==> src/rtl/touch_pkg.sv <==
// Shared types and helpers for the touch event filter: FSM states, pixel-port width
// and ADC-to-pixel scaling.
package touch_pkg;

    typedef enum logic [1:0] {
        IDLE    = 2'd0,
        DEB_ON  = 2'd1,
        PRESSED = 2'd2,
        DEB_OFF = 2'd3
    } touch_state_e;

    function automatic int pix_w(input int n);
        return (n > 1) ? $clog2(n) : 1;
    endfunction

    // (v * scr) >> adc_w, truncated; v < 2^adc_w keeps the result below scr.
    function automatic logic [31:0] scale_px(input logic [31:0] v, input int adc_w, input int scr);
        logic [63:0] prod;
        logic [63:0] shifted;
        prod    = {32'd0, v} * 64'(scr);
        shifted = prod >> adc_w;
        return shifted[31:0];
    endfunction

endpackage

==> src/rtl/touch_debounce.sv <==
// Touch-level synchroniser, debounce FSM and one-cycle press/release pulses.
// A level change is accepted once the synced input has held the new value for DEBOUNCE_CYCLES cycles.
module touch_debounce
    import touch_pkg::*;
#(
    parameter int DEBOUNCE_CYCLES = 50000
) (
    input  logic clk_i,
    input  logic rst_ni,
    input  logic touch_i,
    output logic touching_o,
    output logic press_o,
    output logic release_o
);

    localparam int CW = (DEBOUNCE_CYCLES > 1) ? $clog2(DEBOUNCE_CYCLES) : 1;
    localparam logic [CW-1:0] CNT_LAST = CW'(DEBOUNCE_CYCLES - 1);

    logic          meta_q;
    logic          sync_q;
    touch_state_e  state_q, state_d;
    logic [CW-1:0] cnt_q, cnt_d;
    logic          press_q, press_d;
    logic          release_q, release_d;

    always_ff @(posedge clk_i or negedge rst_ni) begin
        if (!rst_ni) begin
            meta_q <= 1'b0;
            sync_q <= 1'b0;
        end else begin
            meta_q <= touch_i;
            sync_q <= meta_q;
        end
    end

    always_ff @(posedge clk_i or negedge rst_ni) begin
        if (!rst_ni) begin
            state_q   <= IDLE;
            cnt_q     <= '0;
            press_q   <= 1'b0;
            release_q <= 1'b0;
        end else begin
            state_q   <= state_d;
            cnt_q     <= cnt_d;
            press_q   <= press_d;
            release_q <= release_d;
        end
    end

    // The counter only runs while a candidate level is being held; any bounce restarts it.
    always_comb begin
        state_d = state_q;
        cnt_d   = '0;
        case (state_q)
            IDLE: begin
                if (sync_q) state_d = DEB_ON;
            end
            DEB_ON: begin
                if (!sync_q)               state_d = IDLE;
                else if (cnt_q == CNT_LAST) state_d = PRESSED;
                else                        cnt_d   = cnt_q + CW'(1);
            end
            PRESSED: begin
                if (!sync_q) state_d = DEB_OFF;
            end
            DEB_OFF: begin
                if (sync_q)                 state_d = PRESSED;
                else if (cnt_q == CNT_LAST) state_d = IDLE;
                else                        cnt_d   = cnt_q + CW'(1);
            end
            default: state_d = IDLE;
        endcase
    end

    always_comb begin
        touching_o = (state_q == PRESSED) || (state_q == DEB_OFF);
        press_d    = (state_q == DEB_ON)  && (state_d == PRESSED);
        release_d  = (state_q == DEB_OFF) && (state_d == IDLE);
    end

    assign press_o   = press_q;
    assign release_o = release_q;

endmodule

==> src/rtl/touch_event_filter.sv <==
// Debounced touch events, saturating press counter and window-averaged coordinates
// scaled into LCD pixel space.
module touch_event_filter
    import touch_pkg::*;
#(
    parameter int ADC_W           = 12,
    parameter int SCR_W           = 800,
    parameter int SCR_H           = 480,
    parameter int AVG_LOG2        = 2,
    parameter int DEBOUNCE_CYCLES = 50000,
    parameter int CNT_W           = 10,
    parameter int INVERT_X        = 1,
    parameter int INVERT_Y        = 1
) (
    input  logic                      iCLK,
    input  logic                      iRST_n,
    input  logic                      iTOUCH,
    input  logic                      iSAMPLE,
    input  logic [ADC_W-1:0]          iX_COORD,
    input  logic [ADC_W-1:0]          iY_COORD,
    input  logic                      iCLR_COUNT,
    output logic                      oTOUCHING,
    output logic                      oPRESS,
    output logic                      oRELEASE,
    output logic                      oVALID,
    output logic [pix_w(SCR_W)-1:0]   oX_SCR,
    output logic [pix_w(SCR_H)-1:0]   oY_SCR,
    output logic [CNT_W-1:0]          oPRESS_COUNT
);

    localparam int XW = pix_w(SCR_W);
    localparam int YW = pix_w(SCR_H);
    localparam int AW = ADC_W + AVG_LOG2;
    localparam int NW = (AVG_LOG2 > 0) ? AVG_LOG2 : 1;
    localparam logic [NW-1:0]    WIN_LAST = NW'((1 << AVG_LOG2) - 1);
    localparam logic [ADC_W-1:0] FULL     = '1;

    logic touching;
    logic press;
    logic release_ev;

    touch_debounce #(
        .DEBOUNCE_CYCLES (DEBOUNCE_CYCLES)
    ) u_debounce (
        .clk_i      (iCLK),
        .rst_ni     (iRST_n),
        .touch_i    (iTOUCH),
        .touching_o (touching),
        .press_o    (press),
        .release_o  (release_ev)
    );

    logic             samp_q;
    logic             rise;
    logic             vld_p0_q, vld_p0_d;
    logic [ADC_W-1:0] x_p0_q, x_p0_d;
    logic [ADC_W-1:0] y_p0_q, y_p0_d;
    logic [AW-1:0]    acc_x_q, acc_x_d;
    logic [AW-1:0]    acc_y_q, acc_y_d;
    logic [NW-1:0]    win_q, win_d;
    logic             vld_p1_q, vld_p1_d;
    logic [ADC_W-1:0] mx_p1_q, mx_p1_d;
    logic [ADC_W-1:0] my_p1_q, my_p1_d;
    logic             valid_q, valid_d;
    logic [XW-1:0]    x_scr_q, x_scr_d;
    logic [YW-1:0]    y_scr_q, y_scr_d;
    logic [CNT_W-1:0] cnt_q, cnt_d;
    logic [AW-1:0]    sum_x, sum_y;
    logic [ADC_W-1:0] mean_x, mean_y;
    logic [ADC_W-1:0] vx, vy;

    assign rise = iSAMPLE & ~samp_q;

    // Stage p0: capture coordinates on the strobe edge, only while a touch is held.
    always_comb begin
        vld_p0_d = rise & touching;
        x_p0_d   = rise ? iX_COORD : x_p0_q;
        y_p0_d   = rise ? iY_COORD : y_p0_q;
    end

    assign sum_x  = acc_x_q + AW'(x_p0_q);
    assign sum_y  = acc_y_q + AW'(y_p0_q);
    assign mean_x = ADC_W'(sum_x >> AVG_LOG2);
    assign mean_y = ADC_W'(sum_y >> AVG_LOG2);
    assign vx     = (INVERT_X != 0) ? (FULL - mean_x) : mean_x;
    assign vy     = (INVERT_Y != 0) ? (FULL - mean_y) : mean_y;

    // Stage p1: accumulate; leaving the touched states drops any partial window.
    always_comb begin
        acc_x_d  = acc_x_q;
        acc_y_d  = acc_y_q;
        win_d    = win_q;
        vld_p1_d = 1'b0;
        mx_p1_d  = mx_p1_q;
        my_p1_d  = my_p1_q;
        if (!touching) begin
            acc_x_d = '0;
            acc_y_d = '0;
            win_d   = '0;
        end else if (vld_p0_q) begin
            if (win_q == WIN_LAST) begin
                acc_x_d  = '0;
                acc_y_d  = '0;
                win_d    = '0;
                vld_p1_d = 1'b1;
                mx_p1_d  = vx;
                my_p1_d  = vy;
            end else begin
                acc_x_d = sum_x;
                acc_y_d = sum_y;
                win_d   = win_q + NW'(1);
            end
        end
    end

    // Stage p2: registered scale into pixel space; an in-flight result always completes.
    always_comb begin
        valid_d = vld_p1_q;
        x_scr_d = vld_p1_q ? XW'(scale_px(32'(mx_p1_q), ADC_W, SCR_W)) : x_scr_q;
        y_scr_d = vld_p1_q ? YW'(scale_px(32'(my_p1_q), ADC_W, SCR_H)) : y_scr_q;
    end

    always_comb begin
        cnt_d = cnt_q;
        if (iCLR_COUNT)              cnt_d = '0;
        else if (press && cnt_q != '1) cnt_d = cnt_q + CNT_W'(1);
    end

    always_ff @(posedge iCLK or negedge iRST_n) begin
        if (!iRST_n) begin
            samp_q   <= 1'b0;
            vld_p0_q <= 1'b0;
            x_p0_q   <= '0;
            y_p0_q   <= '0;
            acc_x_q  <= '0;
            acc_y_q  <= '0;
            win_q    <= '0;
            vld_p1_q <= 1'b0;
            mx_p1_q  <= '0;
            my_p1_q  <= '0;
            valid_q  <= 1'b0;
            x_scr_q  <= '0;
            y_scr_q  <= '0;
            cnt_q    <= '0;
        end else begin
            samp_q   <= iSAMPLE;
            vld_p0_q <= vld_p0_d;
            x_p0_q   <= x_p0_d;
            y_p0_q   <= y_p0_d;
            acc_x_q  <= acc_x_d;
            acc_y_q  <= acc_y_d;
            win_q    <= win_d;
            vld_p1_q <= vld_p1_d;
            mx_p1_q  <= mx_p1_d;
            my_p1_q  <= my_p1_d;
            valid_q  <= valid_d;
            x_scr_q  <= x_scr_d;
            y_scr_q  <= y_scr_d;
            cnt_q    <= cnt_d;
        end
    end

    assign oTOUCHING    = touching;
    assign oPRESS       = press;
    assign oRELEASE     = release_ev;
    assign oVALID       = valid_q;
    assign oX_SCR       = x_scr_q;
    assign oY_SCR       = y_scr_q;
    assign oPRESS_COUNT = cnt_q;

endmodule

==> config.mk <==
export PLATFORM = sky130hd
export DESIGN_NAME = touch_event_filter
export DESIGN_NICKNAME = d
export VERILOG_FILES = /design/src/rtl/touch_pkg.sv /design/src/rtl/touch_debounce.sv /design/src/rtl/touch_event_filter.sv
export SDC_FILE = /design/constraint.sdc
export NUM_CORES = 1
export LEC_CHECK = 0
export CORE_MARGIN = 2
export CORE_UTILIZATION = 45
export CTS_BUF_LIST = sky130_fd_sc_hd__clkbuf_4
export CTS_CLUSTER_SIZE = 40
export DETAILED_ROUTE_END_ITERATION = 16
export SLEW_MARGIN = 20
export SYNTH_ARGS = -nofsm -noshare
export SYNTH_HDL_FRONTEND = slang
export SYNTH_SLANG_ARGS = --single-unit
==> constraint.sdc <==
create_clock -name iCLK -period 3.71 [get_ports iCLK]
set_clock_uncertainty 0.15 [all_clocks]
set_input_delay 0.5565 -clock iCLK [delete_from_list [all_inputs] [get_ports iCLK]]
set_output_delay 0.5565 -clock iCLK [all_outputs]
set_load 0.02 [all_outputs]
==> results.json, run 1 <==
{
  "result_of_the_run": "complete, no violations",
  "nNetsFinal": 1000,
  "endpoint_kind": "flip-flop",
  "max_clock_freq_mhz": 279.7,
  "count_of_max_cap_constraint_violations": 0,
  "worst_hold_slack_ns": 0.2128,
  "power_switching_uw": 752.8,
  "grt_setup_unrepaired": "no",
  "share_clk_of_total_power_pct": 37.4,
  "final_cell_area_sq_um": 9507,
  "max-clock-path-buffers": 2,
  "worst_r2r_endpoint": "oX_SCR[6]",
  "synth.largest_area_cell": "dfrtp_1",
  "clock_sinks": 133,
  "asyncSetResetFlopFracSynth_pct": 100.0,
  "via_count_of_the_first_global_routing_pass": 5868,
  "worst_setup_path_startpoint": "mx_p1_q[6]",
  "post_dp_cell_area_sq_um": 9176,
  "path_clk_slew_ns": 0.13,
  "worst_ep_required_time_ns": 4.01,
  "power_per_cell_area_nw_per_um2": 297.7,
  "cts_buffers": 17,
  "synth.yosys.seq_area_share_pct": 39.99,
  "viasPerCell": 5.291,
  "power_leakage_nw": 4.712,
  "drt_iter0_drc": 302,
  "critPathArrivalTime_ns": 3.88,
  "htree_num_levels": 4,
  "yosys_warnings": 0,
  "clk_latency_ns": 0.57,
  "p_seq_share_pct": 53.7,
  "initial_utilization_pct": 46.17,
  "synthTopCellsByCount": "dfrtp_1 (133), ha_1 (84), inv_1 (74), nand2_1 (57), nor2_1 (46)",
  "cts.repair_timing.setup_buffer_count": 0,
  "syn-num-nets": 936,
  "post_synth.cell_area_avg_sq_um": 10.47,
  "die_area_sq_um": 19600,
  "p_int_mw": 2.077,
  "timing.final.max_slew_violations": 0,
  "reg2reg_from": "mx_p1_q[6]",
  "globalRoute.totalOverflow": 0,
  "ant_nets": 0,
  "number_of_distinct_library_cell_variants_in_the_gate_level_netlist_after_synthesis": 66,
  "worstRegToRegCells": 11,
  "post-route-util_pct": 52.74,
  "ys_top_cells_by_area": "dfrtp_1 (40%), ha_1 (13%), fa_1 (6.7%), mux2_2 (4.6%), inv_1 (3.3%)",
  "totalNegativeSetupSlack_ns": 0,
  "synth_top_area_share_pct": 39.99,
  "maximum_number_of_pins_on_one_net_before_global_route_repair": 58,
  "final_min_period_over_clock_period_pct": 96.36,
  "antenna_found_initial": 1,
  "cp-endpoint": "oX_SCR[6]",
  "io_buffers": 61,
  "synthCells": 795,
  "grt_pass1_wl_mm": 27.79,
  "startpoint_type": "flip-flop",
  "synth_area_sq_um": 8322,
  "drive_gt1_share_pct": 10.68,
  "flip_flop_cell_with_the_highest_count_after_synthesis": "dfrtp_1",
  "power_switching_share_pct": 26.60,
  "floorplan.die.width_um": 140.0,
  "design.core.area_sq_um": 18020,
  "routed-via-count": 5825,
  "detail_route.drc_violations": 0,
  "area_delta_synth_final_pct": 14.24,
  "synth_most_common_cell": "dfrtp_1",
  "wl_per_cell_um": 14.63,
  "hold_path_class": "reg -> reg",
  "finalWirelength_mm": 16.11,
  "critical_path_peak_fanout": 4,
  "place_congestion": 0.8599,
  "peak_vdd_ir_mv": 0.2473,
  "num_rows": 49,
  "slew-limit-headroom_pct": 50.72,
  "cts.root.buffer_cell": "clkbuf_4",
  "power.combinational.fraction_pct": 8.9,
  "layout.filler_cells": 1609,
  "post-dp-hpwl_mm": 12.02,
  "timing.final.hold_violations": 0,
  "ios": 62,
  "tritoncts": "yes",
  "synth_enable_flop_cells": 0,
  "final.min_clock_period_ns": 3.575,
  "first_pass_iters": 5,
  "rrSetupSlack_ns": 0.14,
  "die_h_um": 140.0,
  "grtUsageTotal_pct": 17.25,
  "worst-slew-pin-transition_ns": 0.7392,
  "synth_seq_cells": 133,
  "worstSetupPathType": "reg -> reg",
  "timing.final.setup_violations": 0
}
==> worst min path at each step <==
stage / start / endpoint / slack, ns / cells past startpoint
after floorplan: iRST_n / acc_x_q[0] / 0.11 / 0
after global placement: u_debounce.meta_q / u_debounce.sync_q / 0.18 / 0
after detailed placement: u_debounce.meta_q / u_debounce.sync_q / 0.19 / 0
after CTS: u_debounce.meta_q / u_debounce.sync_q / 0.22 / 0
after global routing: u_debounce.meta_q / u_debounce.sync_q / 0.24 / 0
final: u_debounce.meta_q / u_debounce.sync_q / 0.21 / 0
==> flip-flops by register name (all words and copies together) (netlist names), 2 cells and up <==
register and cells:
oY_SCR 9, mx_p1_q 12, oX_SCR 10, u_debounce.state_q 2, win_q 2, x_p0_q 12, acc_y_q 14, my_p1_q 12
oPRESS_COUNT 10, u_debounce.cnt_q 16, y_p0_q 12, acc_x_q 14
==> metrics by stage <==
step	worst slack (ns)	total power, mW	cells
final	0.1352	2.830	1101
after global routing	0.009740	2.962	1101
after CTS	0.1526	2.876	1100
after detailed placement	0.1990	1.804	1068
after global placement	0.2325	1.793	1068
after floorplan	0.3385	1.695	795
==> timing repair <==
item	4_1_cts	5_1_grt
resized for setup	0	2
hold endpoints to repair	54	0
setup endpoints to repair	0	1
hold buffers	1	0
==> layout make-up <==
type	instances	area, sq um	area share [%]
antenna	1	2.502	0.02632
clock buffer	17	127.6	1.342
clock inverter	14	173.9	1.829
inverter	74	277.8	2.922
multi-input combinational	564	4639	48.80
sequential	133	3328	35.01
tap	229	286.5	3.014
timing repair buffer	69	670.6	7.054
==> worst max-delay path, stage by stage, from the launching register on <==
cell and delay (ns):
dfrtp_1 0.47, ha_1 0.30, ha_1 0.28, inv_1 0.05, fa_1 0.49, inv_1 0.04, ha_1 0.33, and3_1 0.23
a211o_1 0.35, a311o_1 0.38, xor2_1 0.14, mux2_4 0.25
==> metal layers <==
layer | up-vias | GRT usage [%] | wire length (um)
met3 | 15 | 4.513 | 681
met2 | 103 | 27.47 | 7366
met1 | 2798 | 23.57 | 7882
met5 | - | 0 | 0
met4 | 0 | 4.579 | 175
li1 | 2909 | - | -
==> placed cells by master (no fill, tap or decap), types with 28 or more instances in the layout <==
| cell | Yosys | routed |
|---|---|---|
| a21oi_1 | 34 | 33 |
| xnor2_1 | 30 | 30 |
| clkdlybuf4s50_1 | 0 | 60 |
| nor2_1 | 46 | 46 |
| o21ai_0 | 39 | 39 |
| nand2_1 | 57 | 57 |
| inv_1 | 74 | 74 |
| fa_1 | 28 | 28 |
| ha_1 | 84 | 83 |
| mux2_2 | 34 | 34 |
| dfrtp_1 | 133 | 133 |
==> power by group through the flow <==
| stage | sequential, mW | combinational (mW) | clock [mW] |
|---|---|---|---|
| final | 1.52 | 0.252 | 1.06 |
| after global routing | 1.53 | 0.283 | 1.15 |
| after CTS | 1.52 | 0.256 | 1.10 |
| after detailed placement | 1.55 | 0.254 | 0 |
| after global placement | 1.55 | 0.244 | 0 |
| after floorplan | 1.54 | 0.157 | 0 |
==> cell families after synthesis <==
family | after synthesis | share of synthesized area [%]
adder cells (fa/ha/maj) | 112 | 19.37
buffers and inverters | 98 | 4.511
AO/OA/AOI/OAI | 175 | 14.42
flip-flops | 133 | 39.99
multiplexers | 41 | 5.563
XOR/XNOR | 53 | 5.578
AND/OR/NAND/NOR | 183 | 10.57
No activity file was read; power rests on OpenSTA's default activity.
==> inputs of run 2 (changes only) <==
- CAP_MARGIN: not set -> 20
- clock period: 3.71 -> 3.3 ns (I/O delays scaled with it)
==> run 2 against run 1 <==
  * The flow now finishes with violations (setup timing)
  * Clock power increased by 18%
  * Cell area increased by 5.3%
  * Highest routed layer unchanged
  * Wire length grew 3.6%
  * Global-route usage is 0.44 points higher
  * Critical endpoint unchanged
  * Non-clock buffer count is 34 higher
  * Flip-flop and latch count unchanged
  * Critical path depth did not move
  * Largest power group unchanged
  * Setup slack worse by 0.17 ns
==> results.json, run 2 (same netlist as run 1, synthesis figures left out) <==
{
  "result_of_the_run": "finished with violations",
  "violations": "setup timing",
  "globalRoute.totalOverflow": 0,
  "area_delta_synth_final_pct": 20.27,
  "worstSetupPathType": "reg -> reg",
  "layout.cells.most_common_list": "dfrtp_1 (132), ha_1 (72), inv_1 (65), clkdlybuf4s50_1 (60), nand2_1 (57)",
  "worst_path_most_repeated_cell": "ha_4",
  "layout_top_registers": "u_debounce.cnt_q x16, acc_x_q x14, acc_y_q x14",
  "grt_setup_unrepaired": "yes",
  "worst-slew-pin-transition_ns": 0.9228,
  "reg2reg_from": "mx_p1_q[6]",
  "place_inst": 1095,
  "final.setup.worst_slack_ns": -0.03694,
  "power.combinational.fraction_pct": 8.7,
  "initial_utilization_pct": 46.17,
  "ios": 62,
  "worst_setup_path_startpoint": "mx_p1_q[6]",
  "die_h_um": 140.0,
  "p_int_mw": 2.414,
  "grt_pass1_wl_mm": 28.52,
  "slowest_stage": "fa_1",
  "worst_ep_required_time_ns": 3.59,
  "multi_input_comb_area_sq_um": 4843,
  "antenna_found_initial": 1,
  "die_area_sq_um": 19600,
  "nNetsFinal": 1034,
  "io_buffers": 61,
  "power_per_cell_area_nw_per_um2": 324.5,
  "clk_latency_ns": 0.54,
  "layout.cells.non_filler": 1136,
  "clock_sinks": 133,
  "totalNegativeSetupSlack_ns": -0.03694,
  "num_rows": 49,
  "layout_commonest_cell": "dfrtp_1",
  "final_min_period_over_clock_period_pct": 101.1,
  "largest_register_ff_count": 16,
  "power_switching_share_pct": 25.67,
  "power_switching_uw": 833.7,
  "finalWirelength_mm": 16.69,
  "hold_start": "u_debounce.meta_q",
  "cts_buffers": 17,
  "critPathArrivalTime_ns": 3.63,
  "maximum_number_of_pins_on_one_net_before_global_route_repair": 72,
  "routed-via-count": 6051,
  "design.core.area_sq_um": 18020,
  "post-place-ws_ns": -0.1222,
  "first_pass_iters": 5,
  "via_count_of_the_first_global_routing_pass": 6077,
  "worstPathCellList": "ha_4 > ha_1 > inv_1 > fa_1 > inv_2 > ha_4 > and3_4 > a211o_1 > a311o_1 > xor2_1 > mux2_4",
  "post-dp-hpwl_mm": 12.25,
  "p_seq_share_pct": 52.7,
  "startpoint_type": "flip-flop",
  "tritoncts": "yes",
  "timing.final.setup_violations": 1,
  "worst_r2r_endpoint": "oX_SCR[6]",
  "worstRegToRegCells": 11,
  "cts.root.buffer_cell": "clkbuf_4",
  "htree_num_levels": 4,
  "detail_route.drc_violations": 0,
  "worst_path_largest_cell_delay_ns": 0.52,
  "share_clk_of_total_power_pct": 38.6,
  "final.min_clock_period_ns": 3.337,
  "endpoint_kind": "flip-flop",
  "worst_hold_path.endpoint": "u_debounce.sync_q",
  "hold_path_depth": 0,
  "wl_per_cell_um": 14.69,
  "floorplan.die.width_um": 140.0,
  "grtUsageTotal_pct": 17.69,
  "rrSetupSlack_ns": -0.04,
  "critical_path_peak_fanout": 4,
  "ant_nets": 0,
  "timing.final.max_slew_violations": 0,
  "power_leakage_nw": 4.883,
  "viasPerCell": 5.327,
  "path_clk_slew_ns": 0.13,
  "max_clock_freq_mhz": 299.7,
  "register_area_sq_um": 3329,
  "hold_path_class": "reg -> reg",
  "peak_vdd_ir_mv": 0.2831,
  "place_congestion": 0.8355,
  "drive_gt1_share_pct": 17.66,
  "largest_register": "u_debounce.cnt_q",
  "layout.filler_cells": 1562,
  "slew-limit-headroom_pct": 38.48,
  "max-clock-path-buffers": 2,
  "timing.final.hold_violations": 0,
  "count_of_max_cap_constraint_violations": 0,
  "drt_iter0_drc": 284
}
[run 2: cell types whose count changed in the layout (fill, tap and decap cells not counted), moves of 2 or more]
cell      previous run  this run
o21ai_2              1         3
ha_4                 1        11
o21ai_1              4         6
inv_2                0         9
a211oi_1             8         6
o21ai_0             39        35
buf_4                8        41
ha_1                83        72
inv_1               74        65
a21oi_1             33        29
a21oi_2              5         8
[run 2: layout make-up]
cell class	instances	area share, %
antenna	1	0.02500
inverter	74	2.775
tap	229	2.863
multi-input combinational	564	48.39
sequential	133	33.27
clock inverter	15	2.025
clock buffer	17	1.275
timing repair buffer	103	9.376
[run 2: what timing repair did]
item                                   CTS  global route
pin swaps                               12            24
cloned                                   0             0
setup endpoints to repair                8            14
hold buffers                             1             0
resized for setup                        8            33
setup buffers                            3             4
endpoints found under the hold margin   69             0
[run 2: layer usage]
metal  track usage, %  up-vias  routed length, um
met4            5.842        0                158
met2            28.73      113               7823
met3            3.897       11                669
met1            23.67     2944               8034
li1                 -     2983                  -
met5                0        -                  0
[run 2: worst max-delay path, delay by kind of cell, from the launching register on]
kind            cells  cell delay [ns]
fa+ha+maj           4             1.30
compound gates      2             0.64
flops               1             0.47
mux                 1             0.26
simple gates        1             0.17
xor+xnor            1             0.15
buf+inv             2             0.10
[run 2: through the flow]
step           power (mW)  utilization [%]  cell area [sq um]  hold slack (ns)
6_report            3.248            55.53              10010           0.2221
5_1_grt             3.415            55.53              10010           0.1808
4_1_cts             3.301            54.52               9827           0.1678
3_5_place_dp        2.027            52.34               9434           0.1933
3_3_place_gp        2.016            52.34               9434           0.1844
2_1_floorplan       1.906                -               8364          0.04941
[run 2: how the worst max path moves through the flow]
stage | endpoint | slack, ns | cells past startpoint
finish | oX_SCR[6] | -0.04 | 11
global route | oX_SCR[6] | -0.12 | 11
CTS | oX_SCR[9] | -0.03 | 11
detailed placement | oX_SCR[6] | -0.12 | 11
global placement | oX_SCR[6] | -0.07 | 12
floorplan | oX_SCR[6] | 0.007 | 12
[run 2: power groups by stage]
stage | clock (mW) | sequential [mW] | combinational (mW)
after floorplan | 0 | 1.73 | 0.177
after global placement | 0 | 1.74 | 0.275
after detailed placement | 0 | 1.74 | 0.284
after CTS | 1.30 | 1.71 | 0.287
after global routing | 1.38 | 1.72 | 0.317
final | 1.25 | 1.71 | 0.283
==> inputs of run 3 (changes only) <==
- CORE_MARGIN: 2 -> not set
==> run 3 against run 2 <==
  * The run still ends with setup timing left
  * Wire length decreased by 2.4%
  * Cell count about the same
  * Register-to-register slack about the same
  * Non-clock buffer count decreased by 2
  * Combinational power about the same
  * Count of clock-buffer cells in the layout increased by 4
  * Flip-flop and latch count unchanged
  * Total power decreased by 6.0%
  * Cell area decreased by 0.50%
  * Via count decreased by 1.6%
  * Utilization decreased by 0.28 points
  * Critical path depth increased by 1
==> results.json, run 3 (same netlist as run 1, synthesis figures left out) <==
{
  "result_of_the_run": "finished with violations",
  "violations": "setup timing",
  "timing.final.setup_violations": 1,
  "rrSetupSlack_ns": -0.05,
  "slew-limit-headroom_pct": 48.60,
  "hold_path_class": "reg -> reg",
  "layout_commonest_cell": "dfrtp_1",
  "viasPerCell": 5.248,
  "globalRoute.totalOverflow": 0,
  "worst_hold_path.endpoint": "u_debounce.sync_q",
  "largest_register_ff_count": 16,
  "startpoint_type": "flip-flop",
  "hold_start": "u_debounce.meta_q",
  "drive_gt1_share_pct": 18.03,
  "ios": 62,
  "max_clock_freq_mhz": 298.7,
  "worst_hold_slack_ns": 0.2179,
  "peak_vdd_ir_mv": 0.2079,
  "via_count_of_the_first_global_routing_pass": 5860,
  "timing.final.hold_violations": 0,
  "clock_sinks": 133,
  "worstSetupPathType": "reg -> reg",
  "final_min_period_over_clock_period_pct": 101.4,
  "worst-slew-pin-transition_ns": 0.7710,
  "path_clk_slew_ns": 0.11,
  "nNetsFinal": 1032,
  "layout.cells.most_common_list": "dfrtp_1 (130), ha_1 (67), inv_1 (65), clkdlybuf4s50_1 (60), nand2_1 (57)",
  "timing.final.max_slew_violations": 0,
  "num_rows": 49,
  "wl_per_cell_um": 14.35,
  "routed-via-count": 5957,
  "io_buffers": 61,
  "grt_pass1_wl_mm": 27.81,
  "reg2reg_from": "mx_p1_q[5]",
  "endpoint_kind": "flip-flop",
  "worstRegToRegCells": 12,
  "place_congestion": 0.8376,
  "clk_latency_ns": 0.53,
  "area_delta_synth_final_pct": 19.67,
  "final.setup.worst_slack_ns": -0.04775,
  "critical_path_peak_fanout": 4,
  "hold_path_depth": 0,
  "drt_iter0_drc": 250,
  "die_area_sq_um": 19040,
  "power_leakage_nw": 4.823,
  "maximum_number_of_pins_on_one_net_before_global_route_repair": 56,
  "largest_register": "u_debounce.cnt_q",
  "layout.filler_cells": 1563,
  "cts.root.buffer_cell": "clkbuf_4",
  "htree_num_levels": 4,
  "detail_route.drc_violations": 0,
  "design.core.area_sq_um": 18020,
  "count_of_max_cap_constraint_violations": 0,
  "power_per_cell_area_nw_per_um2": 306.7,
  "antenna_found_initial": 1,
  "post-dp-hpwl_mm": 12.08,
  "report.power.total_mw": 3.054,
  "layout_top_registers": "u_debounce.cnt_q x16, acc_x_q x14, acc_y_q x14",
  "worst_ep_required_time_ns": 3.57,
  "ant_nets": 0,
  "die_h_um": 138.0,
  "final.min_clock_period_ns": 3.348,
  "cts_buffers": 17,
  "worst_r2r_endpoint": "oX_SCR[6]",
  "initial_utilization_pct": 46.17,
  "max-clock-path-buffers": 2,
  "first_pass_iters": 4,
  "finalWirelength_mm": 16.29,
  "grt_setup_unrepaired": "yes",
  "tritoncts": "yes",
  "grtUsageTotal_pct": 18.56,
  "floorplan.die.width_um": 138.0,
  "critPathArrivalTime_ns": 3.62
}
[run 3: changes by cell type in the layout (fill, tap and decap cells not counted), sizes merged]
cell,before,now
diode,1,2
inv,78,74
clkinv,4,6
bufinv,4,2
buf,42,40
clkbuf,17,21
[run 3: report_power, final]
part,internal (mW),switching [mW]
clock,0.472,0.588
sequential,1.68,0.0347
combinational,0.131,0.152
[run 3: area by class of cell]
type | count | area, sq um | share of cell area (%)
multi-input cells | 564 | 4862 | 48.83
flip-flops and latches | 133 | 3332 | 33.46
repair buffers | 101 | 927.1 | 9.310
well taps | 229 | 286.5 | 2.877
inverters | 74 | 277.8 | 2.789
clock buffers | 21 | 157.7 | 1.583
clock inverters | 11 | 110.1 | 1.106
diodes | 2 | 5.005 | 0.05026
[run 3: what timing repair did]
action / CTS / global route
setup endpoints to repair: 7 / 13
endpoints found under the hold margin: 53 / 0
resized for setup: 8 / 34
buffers inserted: 3 / 3
hold buffers: 1 / 0
pin swaps: 6 / 30
[run 3: metal layers]
layer | wire length [um] | GRT usage (%) | vias up
met2 | 7690 | 29.19 | 89
met5 | 0 | 0 | -
li1 | - | - | 2981
met4 | 176 | 6.341 | 0
met3 | 491 | 4.130 | 13
met1 | 7934 | 25.17 | 2874
[run 3: worst max path at each step]
stage,endpoint,start
2_1_floorplan,oX_SCR[6],mx_p1_q[4]
3_3_place_gp,oX_SCR[6],mx_p1_q[4]
3_5_place_dp,oX_SCR[6],mx_p1_q[6]
4_1_cts,oX_SCR[6],mx_p1_q[6]
5_1_grt,oX_SCR[6],mx_p1_q[5]
6_report,oX_SCR[6],mx_p1_q[5]
[run 3: worst max-delay path, stage by stage (launching register included)]
cell     delay (ns)
dfrtp_2        0.47
ha_4           0.26
ha_4           0.26
inv_2          0.03
fa_1           0.49
inv_2          0.05
ha_4           0.22
a21oi_2        0.14
o21ai_2        0.08
a211o_1        0.31
a311o_1        0.38
xor2_1         0.14
mux2_4         0.25
[run 3: metrics by stage]
step	cell area [sq um]	setup slack, ns	setup TNS (ns)	std cells	util (%)
6_report	9958	-0.04775	-0.04775	1135	55.25
5_1_grt	9958	-0.1300	-0.3139	1135	55.25
4_1_cts	9757	-0.04587	-0.06919	1130	54.13
3_5_place_dp	9427	-0.1208	-0.3101	1094	52.30
3_3_place_gp	9427	-0.06771	-0.07507	1094	52.30
2_1_floorplan	8364	0.006523	0	795	-
